[src/rtl/operator_pkg.sv]
// operator_pkg: shared constants and helpers for the operator_unit ALU slice.
// Constants are held at 32 bits and sliced to the operand width N by users.
package operator_pkg;

   // Three-way compare results, sign-extended so any low slice stays correct
   localparam logic [31:0] CMP_GT = 32'h0000_0001;
   localparam logic [31:0] CMP_EQ = 32'h0000_0000;
   localparam logic [31:0] CMP_LT = 32'hFFFF_FFFF;

   // Quotient returned for a zero divisor (all ones, i.e. -1)
   localparam logic [31:0] DIV_BY_ZERO = 32'hFFFF_FFFF;

   // True when a shift amount pushes every operand bit out of the word
   function automatic logic shamt_saturates(input logic [31:0] amt,
                                            input logic [31:0] width);
      return (amt >= width);
   endfunction

endpackage

[src/rtl/operator_div.sv]
// operator_div: combinational signed divider, quotient truncated toward zero.
// Only instantiated when OPERATOR_DIV_EN is defined.
// Zero divisor yields -1; the most-negative / -1 case wraps to most-negative.
module operator_div
   import operator_pkg::*;
#(
   parameter int N = 4
) (
   input  logic [N-1:0] a,
   input  logic [N-1:0] b,
   output logic [N-1:0] q
);

   localparam logic [N-1:0] MIN_NEG  = {1'b1, {(N-1){1'b0}}};
   localparam logic [N-1:0] ALL_ONES = {N{1'b1}};

   // Quotient selection with the two special cases resolved first
   always_comb begin
      q = '0;
      if (b == '0) begin
         q = DIV_BY_ZERO[N-1:0];
      end else if ((a == MIN_NEG) && (b == ALL_ONES)) begin
         q = MIN_NEG;
      end else begin
         q = $signed(a) / $signed(b);
      end
   end

endmodule

[src/rtl/operator_unit.sv]
// operator_unit: computes every ALU result of two signed N-bit operands in
// parallel and registers them, giving a single stage with one-cycle latency.
// Opcode selection happens downstream.
// Optional feature macro: OPERATOR_DIV_EN (when undefined, r_div is always 0).
module operator_unit
   import operator_pkg::*;
#(
   parameter int N = 4
) (
   input  logic         clk,
   input  logic         rst,
   input  logic         in_valid,
   input  logic [N-1:0] a,
   input  logic [N-1:0] b,
   output logic         out_valid,
   output logic [N-1:0] r_mov,
   output logic [N-1:0] r_compare,
   output logic [N-1:0] r_add,
   output logic [N-1:0] r_sub,
   output logic [N-1:0] r_mul,
   output logic [N-1:0] r_div,
   output logic [N-1:0] r_xor,
   output logic [N-1:0] r_and,
   output logic [N-1:0] r_not,
   output logic [N-1:0] r_shl,
   output logic [N-1:0] r_shr
);

   logic signed [N-1:0] a_sg_s;
   logic signed [N-1:0] b_sg_s;
   logic [N-1:0] cmp_s, add_s, sub_s, mul_s, div_s;
   logic [N-1:0] shl_s, shr_s;

   logic         valid_r;
   logic [N-1:0] mov_r, cmp_r, add_r, sub_r, mul_r, div_r;
   logic [N-1:0] xor_r, and_r, not_r, shl_r, shr_r;

   assign a_sg_s = a;
   assign b_sg_s = b;

   // Add, subtract and multiply wrap modulo 2^N. The low N bits of a product
   // do not depend on signedness, so an N-bit multiply gives them directly.
   assign add_s = a + b;
   assign sub_s = a - b;
   assign mul_s = a * b;

   // Signed three-way compare
   always_comb begin
      cmp_s = CMP_EQ[N-1:0];
      if (a_sg_s > b_sg_s) begin
         cmp_s = CMP_GT[N-1:0];
      end else if (a_sg_s == b_sg_s) begin
         cmp_s = CMP_EQ[N-1:0];
      end else begin
         cmp_s = CMP_LT[N-1:0];
      end
   end

   // Shifts by the raw unsigned pattern of b; oversize amounts saturate
   always_comb begin
      shl_s = '0;
      shr_s = '0;
      if (shamt_saturates(32'(b), 32'(N))) begin
         shl_s = '0;
         shr_s = {N{a[N-1]}};
      end else begin
         shl_s = a << b;
         shr_s = a_sg_s >>> b;
      end
   end

`ifdef OPERATOR_DIV_EN
   operator_div #(
      .N (N)
   ) u_div (
      .a (a),
      .b (b),
      .q (div_s)
   );
`else
   assign div_s = '0;
`endif

   // Result bank: reset clears, valid loads, otherwise results hold
   always_ff @(posedge clk) begin
      if (rst) begin
         valid_r <= 1'b0;
         mov_r   <= '0;
         cmp_r   <= '0;
         add_r   <= '0;
         sub_r   <= '0;
         mul_r   <= '0;
         div_r   <= '0;
         xor_r   <= '0;
         and_r   <= '0;
         not_r   <= '0;
         shl_r   <= '0;
         shr_r   <= '0;
      end else if (in_valid) begin
         valid_r <= 1'b1;
         mov_r   <= b;
         cmp_r   <= cmp_s;
         add_r   <= add_s;
         sub_r   <= sub_s;
         mul_r   <= mul_s;
         div_r   <= div_s;
         xor_r   <= a ^ b;
         and_r   <= a & b;
         not_r   <= ~a;
         shl_r   <= shl_s;
         shr_r   <= shr_s;
      end else begin
         valid_r <= 1'b0;
      end
   end

   assign out_valid = valid_r;
   assign r_mov     = mov_r;
   assign r_compare = cmp_r;
   assign r_add     = add_r;
   assign r_sub     = sub_r;
   assign r_mul     = mul_r;
   assign r_div     = div_r;
   assign r_xor     = xor_r;
   assign r_and     = and_r;
   assign r_not     = not_r;
   assign r_shl     = shl_r;
   assign r_shr     = shr_r;

endmodule

[config.mk]
export PLATFORM = sky130hd
export DESIGN_NAME = operator_unit
export DESIGN_NICKNAME = d
export VERILOG_FILES = /design/src/rtl/operator_pkg.sv /design/src/rtl/operator_div.sv /design/src/rtl/operator_unit.sv
export SDC_FILE = /design/constraint.sdc
export NUM_CORES = 1
export LEC_CHECK = 0
export ABC_AREA = 1
export CELL_PAD_IN_SITES_DETAIL_PLACEMENT = 1
export CELL_PAD_IN_SITES_GLOBAL_PLACEMENT = 1
export CORE_ASPECT_RATIO = 1.5
export CORE_MARGIN = 2
export CORE_UTILIZATION = 36
export DETAILED_ROUTE_END_ITERATION = 10
export PLACE_DENSITY = 0.95
export SYNTH_ARGS = -nofsm -noshare
export SYNTH_HDL_FRONTEND = slang
export SYNTH_SLANG_ARGS = --single-unit
[constraint.sdc]
create_clock -name clk -period 5.5 [get_ports clk]
set_clock_uncertainty 0.2 [all_clocks]
set_input_delay 1.1 -clock clk [delete_from_list [all_inputs] [get_ports clk]]
set_output_delay 1.1 -clock clk [all_outputs]
set_load 0.03 [all_outputs]
After elaboration in Yosys (flattened, before gate mapping). Cells that the tools add are included. Widths: inputs -> output; s select.

$lt $le $gt $ge: 2. Muxes and demuxes: 5. Multipliers: 1. Eq/ne operators: 1. Shift operators: 2. $add $sub $neg: 2. Bitwise logic cells: 3.

Operator list (count): $mux 4 (4); $add 4x4->4 (1); $and 4x4->4 (1); $eq 4x4->1 (1); $ge 4x3->1 const B (1); $gt 4x4->1 (1); $mul 4x4->4 (1); $not 4->4 (1); $shl 4x4->4 (1); $sshr 4x4->4 (1); $sub 4x4->4 (1); $xor 4x4->4 (1); $mux 1 (1).

Output and inout bits: 45. Flip-flop bits (word level): 41. Logic and storage cells: 27.

Logic depth before layout (Yosys ltp). Gate-level depths: netlist of run 1.

Depth after elaboration: 3. Depth in mapped cells: 14. Gate-level depth less buffers: 14.

Worst setup path before layout of run 1. Ideal clock, no wire load.

Path kind: input to register. Start point: in a[1]. End point: reg mul_r[3] (netlist: r_mul[3]). Stages on the path: 12. Buffers on the path: 0. Data required time: 5191 ps. Arrival time: 2490 ps. Setup slack: 2701 ps. Path through: ha_1 ha_1 ha_1 ha_1 inv_1 nand2_1 nand3_1 nand2_1 nand3_1 nand3_1 nand2_1 inv_1.

Word-level cells in the longest chain between the ends: 1.

Ends and longest elaborated chain: start, declared (line operator_unit.sv:13) `input logic [N-1:0] a,`; $mul 4x4->4 (line operator_unit.sv:45) `assign mul_s = a * b;`; end signal, assigned (line operator_unit.sv:105) `mul_r <= mul_s;`; end, declared (line operator_unit.sv:35) `logic [N-1:0] mov_r, cmp_r, add_r, sub_r, mul_r, div_r;`.

No other way between the ends. A chain may end at the register's enable or synchronous reset.

Worst setup path after layout of run 1.
Start point: in b[1]. End point: reg mul_r[3] (netlist: r_mul[3]).

Word-level cells in the longest chain between the ends: 1.

Ends and longest elaborated chain: start, declared (line operator_unit.sv:14) `input logic [N-1:0] b,`; $mul 4x4->4 (line operator_unit.sv:45).

No other way between the ends.

==> run_summary.xml, run 1 <==
<?xml version="1.0" encoding="UTF-8"?>
<metrics>
  <group name="global_routing">
    <metric name="use_met3" unit="">0.0385</metric>
    <metric name="gr-max-usage-layer" unit="">met2</metric>
    <metric name="groute.layer.met2.usage" unit="">0.396</metric>
    <metric name="global_route.overflow_total" unit="">0</metric>
    <metric name="grt_antenna_before_repair" unit="">0</metric>
    <metric name="global_route.usage.total" unit="">0.208</metric>
    <metric name="global_route.usage.met1" unit="">0.212</metric>
    <metric name="largest_net_degree_at_the_start_of_global_routing" unit="">32</metric>
    <metric name="grt_pass1_wl" unit="µm">9430</metric>
    <metric name="grt_pass1_vias" unit="">1979</metric>
  </group>
  <group name="clocking">
    <metric name="cts_num_sinks" unit="">36</metric>
    <metric name="cts.clk_slew.worst_paths" unit="ps">70</metric>
    <metric name="post_cts.repair.setup_buffers" unit="">0</metric>
    <metric name="clock_path_buffers" unit="">2</metric>
    <metric name="numCtsBuffers" unit="">5</metric>
    <metric name="post_cts_sizing_count" unit="">0</metric>
    <metric name="number_of_hold_buffers_added_after_cts" unit="">0</metric>
    <metric name="htreeDepth" unit="">2</metric>
    <metric name="tritoncts_clock_tree" unit="">yes</metric>
    <metric name="cts-root-buf" unit="">sky130_fd_sc_hd__clkbuf_8</metric>
    <metric name="clock_insertion_delay_worst_skew" unit="ps">290</metric>
  </group>
  <group name="synthesis">
    <metric name="number_of_flip_flops_and_latches_in_the_synthesized_netlist" unit="">36</metric>
    <metric name="synthDominantCellAreaShare" unit="">0.378</metric>
    <metric name="synth_top_family_by_area" unit="">simple AND/OR/NAND/NOR gates</metric>
    <metric name="synth_simple_gate_area_share" unit="">0.208</metric>
    <metric name="synth_area_leaders" unit="">sky130_fd_sc_hd__dfxtp_1, sky130_fd_sc_hd__nand2_1, sky130_fd_sc_hd__ha_1</metric>
    <metric name="postSynthCellCount" unit="">259</metric>
    <metric name="synth-warning-count" unit="">0</metric>
    <metric name="netlist.top_cell.by_area" unit="">sky130_fd_sc_hd__dfxtp_1</metric>
    <metric name="post_synth.cell_area_avg" unit="µm²">7.36</metric>
    <metric name="synthFlopType" unit="">sky130_fd_sc_hd__dfxtp_1</metric>
    <metric name="synth.area.mux_share" unit="">0</metric>
    <metric name="yosys.area_share.xor_xnor" unit="">0.00919</metric>
    <metric name="post_synthesis_cell_area" unit="mm²">0.00191</metric>
    <metric name="synth_cell_types" unit="">32</metric>
    <metric name="number_of_enable_type_register_cells_in_the_synthesized_netlist" unit="">0</metric>
    <metric name="synth_compound_gate_area_share" unit="">0.175</metric>
    <metric name="proportion_of_synthesized_chip_area_in_sequential_cells" unit="">0.378</metric>
    <metric name="asyncSetResetFlopFracSynth" unit="">0</metric>
    <metric name="post_synth_fa_ha_maj_area_fraction" unit="">0.0998</metric>
  </group>
  <group name="power_and_ir_drop">
    <metric name="power_per_cell_area" unit="mW/mm²">279</metric>
    <metric name="p_clk_frac" unit="">0.325</metric>
    <metric name="static_leakage" unit="nW">1.13</metric>
    <metric name="switchingPower" unit="mW">0.220</metric>
    <metric name="total_power" unit="mW">0.700</metric>
    <metric name="power_switching_share" unit="">0.313</metric>
    <metric name="sequentialPowerShare" unit="">0.413</metric>
    <metric name="combinationalPowerShare" unit="">0.262</metric>
    <metric name="power_report.internal_total" unit="mW">0.481</metric>
    <metric name="vdd_drop_max" unit="mV">0.159</metric>
  </group>
  <group name="sta">
    <metric name="final.period_utilization" unit="">0.620</metric>
    <metric name="fmax" unit="GHz">0.293</metric>
    <metric name="tightestPinTransition" unit="ps">637</metric>
    <metric name="final.min_clock_period" unit="ps">3410</metric>
    <metric name="setup_repair_after_global_routing_missed_its_margin" unit="">false</metric>
    <metric name="timing.final.hold_violations" unit="">0</metric>
    <metric name="fin_tns_setup" unit="ps">0</metric>
    <metric name="final.setup.worst_slack" unit="ps">2090</metric>
    <metric name="final_max_slew_viol_count" unit="">0</metric>
    <metric name="fin_worst_hold_slack" unit="ps">267</metric>
    <metric name="slew_headroom" unit="">0.574</metric>
    <metric name="setup_viol" unit="">0</metric>
  </group>
  <group name="final_layout">
    <metric name="final_design_area_excluding_fillers" unit="mm²">0.00251</metric>
    <metric name="fillCellCount" unit="">690</metric>
    <metric name="final_layout_size_suffix_gt1_frac" unit="">0.0825</metric>
    <metric name="nNetsFinal" unit="">327</metric>
    <metric name="antenna_diodes" unit="">0</metric>
    <metric name="post_layout_nonfiller_instances" unit="">371</metric>
    <metric name="area.growth.synth_to_final" unit="%">31.8</metric>
    <metric name="postLayoutCoreUtil" unit="">0.490</metric>
  </group>
  <group name="setup_path">
    <metric name="critPathMaxStageDelay" unit="ps">730</metric>
    <metric name="crit_arrival" unit="ps">3400</metric>
    <metric name="critPathSlowestCell" unit="">sky130_fd_sc_hd__clkdlybuf4s50_1</metric>
    <metric name="cp_data_required_time" unit="ps">5490</metric>
    <metric name="timing.setup.critical_path_class" unit="">primary input to flip-flop</metric>
    <metric name="timing.critical_path.from_type" unit="">primary input</metric>
    <metric name="worst_setup_path_end_kind" unit="">flip-flop</metric>
    <metric name="cp_cell_sequence" unit="">clkdlybuf4s50_1 &gt; ha_1 &gt; ha_1 &gt; ha_1 &gt; ha_1 &gt; inv_1 &gt; nand2_1 &gt; nand3_1 &gt; nand2_1 &gt; nand3_1 &gt; nand3_1 &gt; nand2_1 &gt; inv_1</metric>
    <metric name="critical-path-top-cell-by-count" unit="">sky130_fd_sc_hd__ha_1</metric>
    <metric name="critical_path.max_fanout" unit="">8</metric>
  </group>
  <group name="place">
    <metric name="detailedPlace.worstSlack" unit="ps">1790</metric>
    <metric name="detailed_place.area" unit="mm²">0.00240</metric>
    <metric name="post-place-cells" unit="">363</metric>
    <metric name="routabilityCongestion" unit="">0.836</metric>
    <metric name="numPortBuffers" unit="">51</metric>
    <metric name="place_hpwl" unit="µm">4180</metric>
  </group>
  <group name="worst_hold_path">
    <metric name="hold_path_class" unit="">flip-flop to flip-flop</metric>
  </group>
  <group name="route">
    <metric name="avgViaCountPerCell" unit="">5.04</metric>
    <metric name="drt.antenna.violating_nets" unit="">0</metric>
    <metric name="drtPass1Iterations" unit="">4</metric>
    <metric name="wire_per_inst" unit="µm">15.3</metric>
    <metric name="detailedRoute.firstIterationViolations" unit="">48</metric>
    <metric name="drt-total-wl" unit="µm">5680</metric>
    <metric name="via_count" unit="">1871</metric>
    <metric name="route.detailed.drc" unit="">0</metric>
  </group>
  <group name="floorplan">
    <metric name="design.die.area" unit="mm²">0.00590</metric>
    <metric name="core-area" unit="mm²">0.00512</metric>
    <metric name="initial_core_util" unit="">0.372</metric>
    <metric name="die_w" unit="µm">63.4</metric>
    <metric name="cell_row_count" unit="">32</metric>
    <metric name="top_level_ports" unit="">56</metric>
    <metric name="fp.dieH" unit="µm">93.1</metric>
  </group>
  <group name="status">
    <metric name="run_status" unit="">finished, final reports clean</metric>
  </group>
  <group name="job">
    <metric name="max-cap-violations" unit="">0</metric>
  </group>
</metrics>
[per-layer routing]
| metal | wire length [µm] | up-vias |
|---|---|---|
| li1 | - | 908 |
| met1 | 2140 | 896 |
| met2 | 3170 | 55 |
| met3 | 197 | 12 |
| met4 | 165 | 0 |
| met5 | 0 | - |
[sequential cells by signal, indices dropped and copies added, names as in the netlist]
| signal | count |
|---|---|
| r_xor | 3 |
| r_add | 4 |
| r_not | 4 |
| r_shr | 4 |
| r_sub | 3 |
| r_mul | 4 |
| r_shl | 4 |
| r_and | 3 |
| out_valid | 1 |
| r_compare | 2 |
| r_mov | 4 |
[final timing paths]
kind / start / end / slack (ps) / depth (start not counted)
setup / recovery: b[1] / r_mul[3] / 2090 / 13
hold / removal: r_shl[1] / r_shl[1] / 270 / 2
setup reg to reg: r_add[2] / r_add[2] / 4560 / 4
hold reg to reg: r_shl[1] / r_shl[1] / 270 / 2
[worst max-delay path, delay by kind of cell]
family / cells / cell delay, ps
and+or+nand+nor: 6 / 440
adders and majority gates: 4 / 1020
buffers and inverters: 3 / 840
[power by group through the flow]
stage	Sequential, mW	Combinational (mW)	Clock [mW]
floorplan	0.329	0.0801	0
finish	0.289	0.184	0.228
global route	0.291	0.200	0.246
global placement	0.294	0.174	0
detailed placement	0.295	0.182	0
CTS	0.289	0.185	0.235
[synth_stat cells, types with 2 or more instances]
library cell	n
sky130_fd_sc_hd__nand2_1	44
sky130_fd_sc_hd__dfxtp_1	36
sky130_fd_sc_hd__inv_1	28
sky130_fd_sc_hd__o21ai_0	26
sky130_fd_sc_hd__a21oi_1	25
sky130_fd_sc_hd__nor2_1	21
sky130_fd_sc_hd__ha_1	12
sky130_fd_sc_hd__nand3_1	12
sky130_fd_sc_hd__buf_4	11
sky130_fd_sc_hd__inv_2	5
sky130_fd_sc_hd__nand2_2	5
sky130_fd_sc_hd__clkbuf_1	4
sky130_fd_sc_hd__nand4_1	3
sky130_fd_sc_hd__nor2_2	3
sky130_fd_sc_hd__o21ai_1	3
sky130_fd_sc_hd__a21oi_2	2
sky130_fd_sc_hd__buf_2	2
sky130_fd_sc_hd__fa_1	2
sky130_fd_sc_hd__o211ai_1	2
[kinds of logic (layout without fill, tap and decap cells)]
family	after synthesis	in the layout
and+or+nand+nor	91	91
AOI/OAI and AO/OA	62	62
adders and majority gates	14	14
other	1	4
xor gates and xnor gates	2	2
buffers and inverters	53	94
DFF	36	36
[layout by cell type (no fill, tap or decap), types with 2 or more instances in the layout]
master	count
sky130_fd_sc_hd__clkdlybuf4s50_1	51
sky130_fd_sc_hd__nand2_1	44
sky130_fd_sc_hd__dfxtp_1	36
sky130_fd_sc_hd__inv_1	28
sky130_fd_sc_hd__o21ai_0	26
sky130_fd_sc_hd__a21oi_1	25
sky130_fd_sc_hd__nor2_1	21
sky130_fd_sc_hd__nand3_1	12
sky130_fd_sc_hd__ha_1	12
sky130_fd_sc_hd__inv_2	5
sky130_fd_sc_hd__nand2_2	5
sky130_fd_sc_hd__clkbuf_8	5
sky130_fd_sc_hd__conb_1	4
sky130_fd_sc_hd__nand4_1	3
sky130_fd_sc_hd__nor2_2	3
sky130_fd_sc_hd__o21ai_1	3
sky130_fd_sc_hd__o211ai_1	2
sky130_fd_sc_hd__a21oi_2	2
sky130_fd_sc_hd__fa_1	2
[layout make-up]
type / instances / area [µm²] / area share
clock inverter: 2 / 35.0 / 0.0140
inverter: 34 / 128 / 0.0508
tap: 68 / 85.1 / 0.0339
clock buffer: 6 / 72.6 / 0.0289
timing repair buffer: 52 / 518 / 0.206
sequential: 36 / 721 / 0.287
multi-input combinational: 173 / 952 / 0.379
Power figures use the tool's default switching activity.
==> run 2, diff against run 1 <==
CORE_UTILIZATION = 33   (was 36)
PLACE_DENSITY = 0.89   (was 0.95)
clock period = 3.3 ns   (was 5.5 ns; I/O delays follow)
==> run 2 against run 1 <==
  * Final area grew 1.9%
  * Count of clock-buffer cells in the layout is the same
  * Sequential share of layout area shrank 0.53 points
  * Clock power grew 66%
  * Total power grew 67%
  * Worst setup slack lost 1500 ps
  * Combinational power grew 68%
  * Critical path depth is the same
  * Final cell count grew 2.2%
  * Sequential cell count is the same
  * First-iteration DRC count shrank 40%
  * Global-route usage shrank 2.8 points
==> run_summary.xml, run 2 (synthesized netlist as in run 1, its figures left out) <==
<?xml version="1.0" encoding="UTF-8"?>
<metrics>
  <group name="status">
    <metric name="run_status" unit="">finished, final reports clean</metric>
  </group>
  <group name="route">
    <metric name="wire_per_inst" unit="µm">14.1</metric>
    <metric name="detailedRoute.firstIterationViolations" unit="">29</metric>
    <metric name="drtPass1Iterations" unit="">4</metric>
    <metric name="via_count" unit="">1848</metric>
    <metric name="avgViaCountPerCell" unit="">4.88</metric>
    <metric name="route.detailed.drc" unit="">0</metric>
    <metric name="drt-total-wl" unit="µm">5350</metric>
    <metric name="drt.antenna.violating_nets" unit="">0</metric>
  </group>
  <group name="setup_path">
    <metric name="critical-path-top-cell-by-count" unit="">sky130_fd_sc_hd__ha_1</metric>
    <metric name="worst_setup_path_end_kind" unit="">flip-flop</metric>
    <metric name="crit_arrival" unit="ps">2730</metric>
    <metric name="cp_cell_sequence" unit="">clkdlybuf4s50_1 &gt; ha_1 &gt; ha_1 &gt; ha_1 &gt; ha_1 &gt; inv_1 &gt; nand2_1 &gt; nand3_1 &gt; nand2_1 &gt; nand3_1 &gt; nand3_1 &gt; nand2_1 &gt; inv_1</metric>
    <metric name="setup.worst_path.start" unit="">b[1]</metric>
    <metric name="reg2reg_depth" unit="">4</metric>
    <metric name="critPathMaxStageDelay" unit="ps">480</metric>
    <metric name="timing.setup.critical_path_class" unit="">primary input to flip-flop</metric>
    <metric name="timing.critical_path.from_type" unit="">primary input</metric>
    <metric name="critical_path.reg2reg.startpoint" unit="">r_sub[2]</metric>
    <metric name="cp_data_required_time" unit="ps">3290</metric>
    <metric name="critPathSlowestCell" unit="">sky130_fd_sc_hd__clkdlybuf4s50_1</metric>
    <metric name="worst_r2r_endpoint" unit="">r_sub[2]</metric>
    <metric name="register_to_register_setup_slack" unit="ps">2360</metric>
    <metric name="crit_path_end" unit="">r_mul[3]</metric>
    <metric name="critical_path.max_fanout" unit="">3</metric>
  </group>
  <group name="floorplan">
    <metric name="top_level_ports" unit="">56</metric>
    <metric name="cell_row_count" unit="">33</metric>
    <metric name="core-area" unit="mm²">0.00553</metric>
    <metric name="design.die.area" unit="mm²">0.00641</metric>
    <metric name="die_w" unit="µm">66.0</metric>
    <metric name="initial_core_util" unit="">0.344</metric>
    <metric name="fp.dieH" unit="µm">97.1</metric>
  </group>
  <group name="sta">
    <metric name="setup_repair_after_global_routing_missed_its_margin" unit="">false</metric>
    <metric name="setup_viol" unit="">0</metric>
    <metric name="tightestPinTransition" unit="ps">606</metric>
    <metric name="fin_tns_setup" unit="ps">0</metric>
    <metric name="final.min_clock_period" unit="ps">2740</metric>
    <metric name="fmax" unit="GHz">0.365</metric>
    <metric name="slew_headroom" unit="">0.595</metric>
    <metric name="timing.final.hold_violations" unit="">0</metric>
    <metric name="final.period_utilization" unit="">0.831</metric>
    <metric name="final_max_slew_viol_count" unit="">0</metric>
    <metric name="final.setup.worst_slack" unit="ps">558</metric>
  </group>
  <group name="job">
    <metric name="max-cap-violations" unit="">0</metric>
  </group>
  <group name="final_layout">
    <metric name="multi_input_area" unit="µm²">952</metric>
    <metric name="regArea" unit="µm²">721</metric>
    <metric name="nNetsFinal" unit="">333</metric>
    <metric name="final_cell_mix" unit="">sky130_fd_sc_hd__clkdlybuf4s50_1, sky130_fd_sc_hd__nand2_1, sky130_fd_sc_hd__dfxtp_1</metric>
    <metric name="area.growth.synth_to_final" unit="%">34.3</metric>
    <metric name="fillCellCount" unit="">711</metric>
    <metric name="final_layout_size_suffix_gt1_frac" unit="">0.100</metric>
    <metric name="antenna_diodes" unit="">0</metric>
    <metric name="final_common_cell" unit="">sky130_fd_sc_hd__clkdlybuf4s50_1</metric>
    <metric name="postLayoutCoreUtil" unit="">0.462</metric>
  </group>
  <group name="place">
    <metric name="routabilityCongestion" unit="">0.834</metric>
    <metric name="numPortBuffers" unit="">51</metric>
    <metric name="place_hpwl" unit="µm">4140</metric>
    <metric name="detailedPlace.worstSlack" unit="ps">276</metric>
  </group>
  <group name="power_and_ir_drop">
    <metric name="power_per_cell_area" unit="mW/mm²">456</metric>
    <metric name="vdd_drop_max" unit="mV">0.230</metric>
    <metric name="static_leakage" unit="nW">1.16</metric>
    <metric name="total_power" unit="mW">1.17</metric>
  </group>
  <group name="global_routing">
    <metric name="global_route.usage.total" unit="">0.179</metric>
    <metric name="global_route.overflow_total" unit="">0</metric>
    <metric name="grt_antenna_before_repair" unit="">0</metric>
    <metric name="use_met3" unit="">0.0324</metric>
    <metric name="grt_pass1_vias" unit="">1901</metric>
    <metric name="groute.layer.met2.usage" unit="">0.320</metric>
    <metric name="largest_net_degree_at_the_start_of_global_routing" unit="">27</metric>
    <metric name="grt_pass1_wl" unit="µm">8850</metric>
    <metric name="global_route.usage.met1" unit="">0.194</metric>
    <metric name="gr-max-usage-layer" unit="">met2</metric>
  </group>
  <group name="clocking">
    <metric name="number_of_hold_buffers_added_after_cts" unit="">0</metric>
    <metric name="cts_num_sinks" unit="">36</metric>
    <metric name="clock_path_buffers" unit="">2</metric>
    <metric name="post_cts_sizing_count" unit="">0</metric>
    <metric name="htreeDepth" unit="">2</metric>
    <metric name="cts.clk_slew.worst_paths" unit="ps">70</metric>
    <metric name="clock_insertion_delay_worst_skew" unit="ps">290</metric>
    <metric name="tritoncts_clock_tree" unit="">yes</metric>
    <metric name="post_cts.repair.setup_buffers" unit="">0</metric>
    <metric name="cts-root-buf" unit="">sky130_fd_sc_hd__clkbuf_8</metric>
    <metric name="numCtsBuffers" unit="">5</metric>
  </group>
  <group name="worst_hold_path">
    <metric name="hold_path_class" unit="">flip-flop to flip-flop</metric>
  </group>
</metrics>
-- run 2: metrics by stage --
| step | hold WS, ps | cells | area [µm²] |
|---|---|---|---|
| final | 265 | 379 | 2560 |
| after global routing | 285 | 379 | 2560 |
| after CTS | 270 | 379 | 2560 |
| after detailed placement | 259 | 371 | 2450 |
| after global placement | 254 | 371 | 2450 |
| after floorplan | 385 | 262 | 1920 |
-- run 2: critical path, delay by kind of cell --
family | cells | cell delay, ps
adder cells (fa/ha/maj) | 4 | 1040
buffers and inverters | 3 | 590
AND/OR/NAND/NOR | 6 | 450
-- run 2: layout make-up --
| class | instances | share of cell area |
|---|---|---|
| tap | 70 | 0.0342 |
| multi-input combinational | 173 | 0.372 |
| inverter | 34 | 0.0499 |
| clock inverter | 2 | 0.0137 |
| sequential | 36 | 0.282 |
| clock buffer | 6 | 0.0284 |
| timing repair buffer | 58 | 0.220 |
-- run 2: per-layer routing --
| metal | share of wire | vias up | wire, µm |
|---|---|---|---|
| met5 | 0 | - | 0 |
| met4 | 0.035 | 0 | 186 |
| met3 | 0.034 | 14 | 183 |
| met2 | 0.53 | 47 | 2830 |
| met1 | 0.40 | 870 | 2150 |
| li1 | - | 917 | - |
-- run 2: worst min path at each step --
stage	cells after the start	from	slack, ps	to
floorplan	2	r_shr[3]	390	r_shr[3]
global placement	2	r_shl[0]	250	r_shl[0]
detailed placement	2	r_shl[0]	260	r_shl[0]
CTS	2	r_shl[0]	270	r_shl[0]
global route	2	r_shl[0]	280	r_shl[0]
finish	2	r_shl[0]	260	r_shl[0]
-- run 2: power by group --
part	internal, mW	total [mW]	leakage (nW)	switching [mW]
Clock	0.224	0.379	0.0552	0.155
Combinational	0.117	0.309	0.810	0.191
Sequential	0.465	0.481	0.298	0.0161
Total	0.806	1.17	1.16	0.362
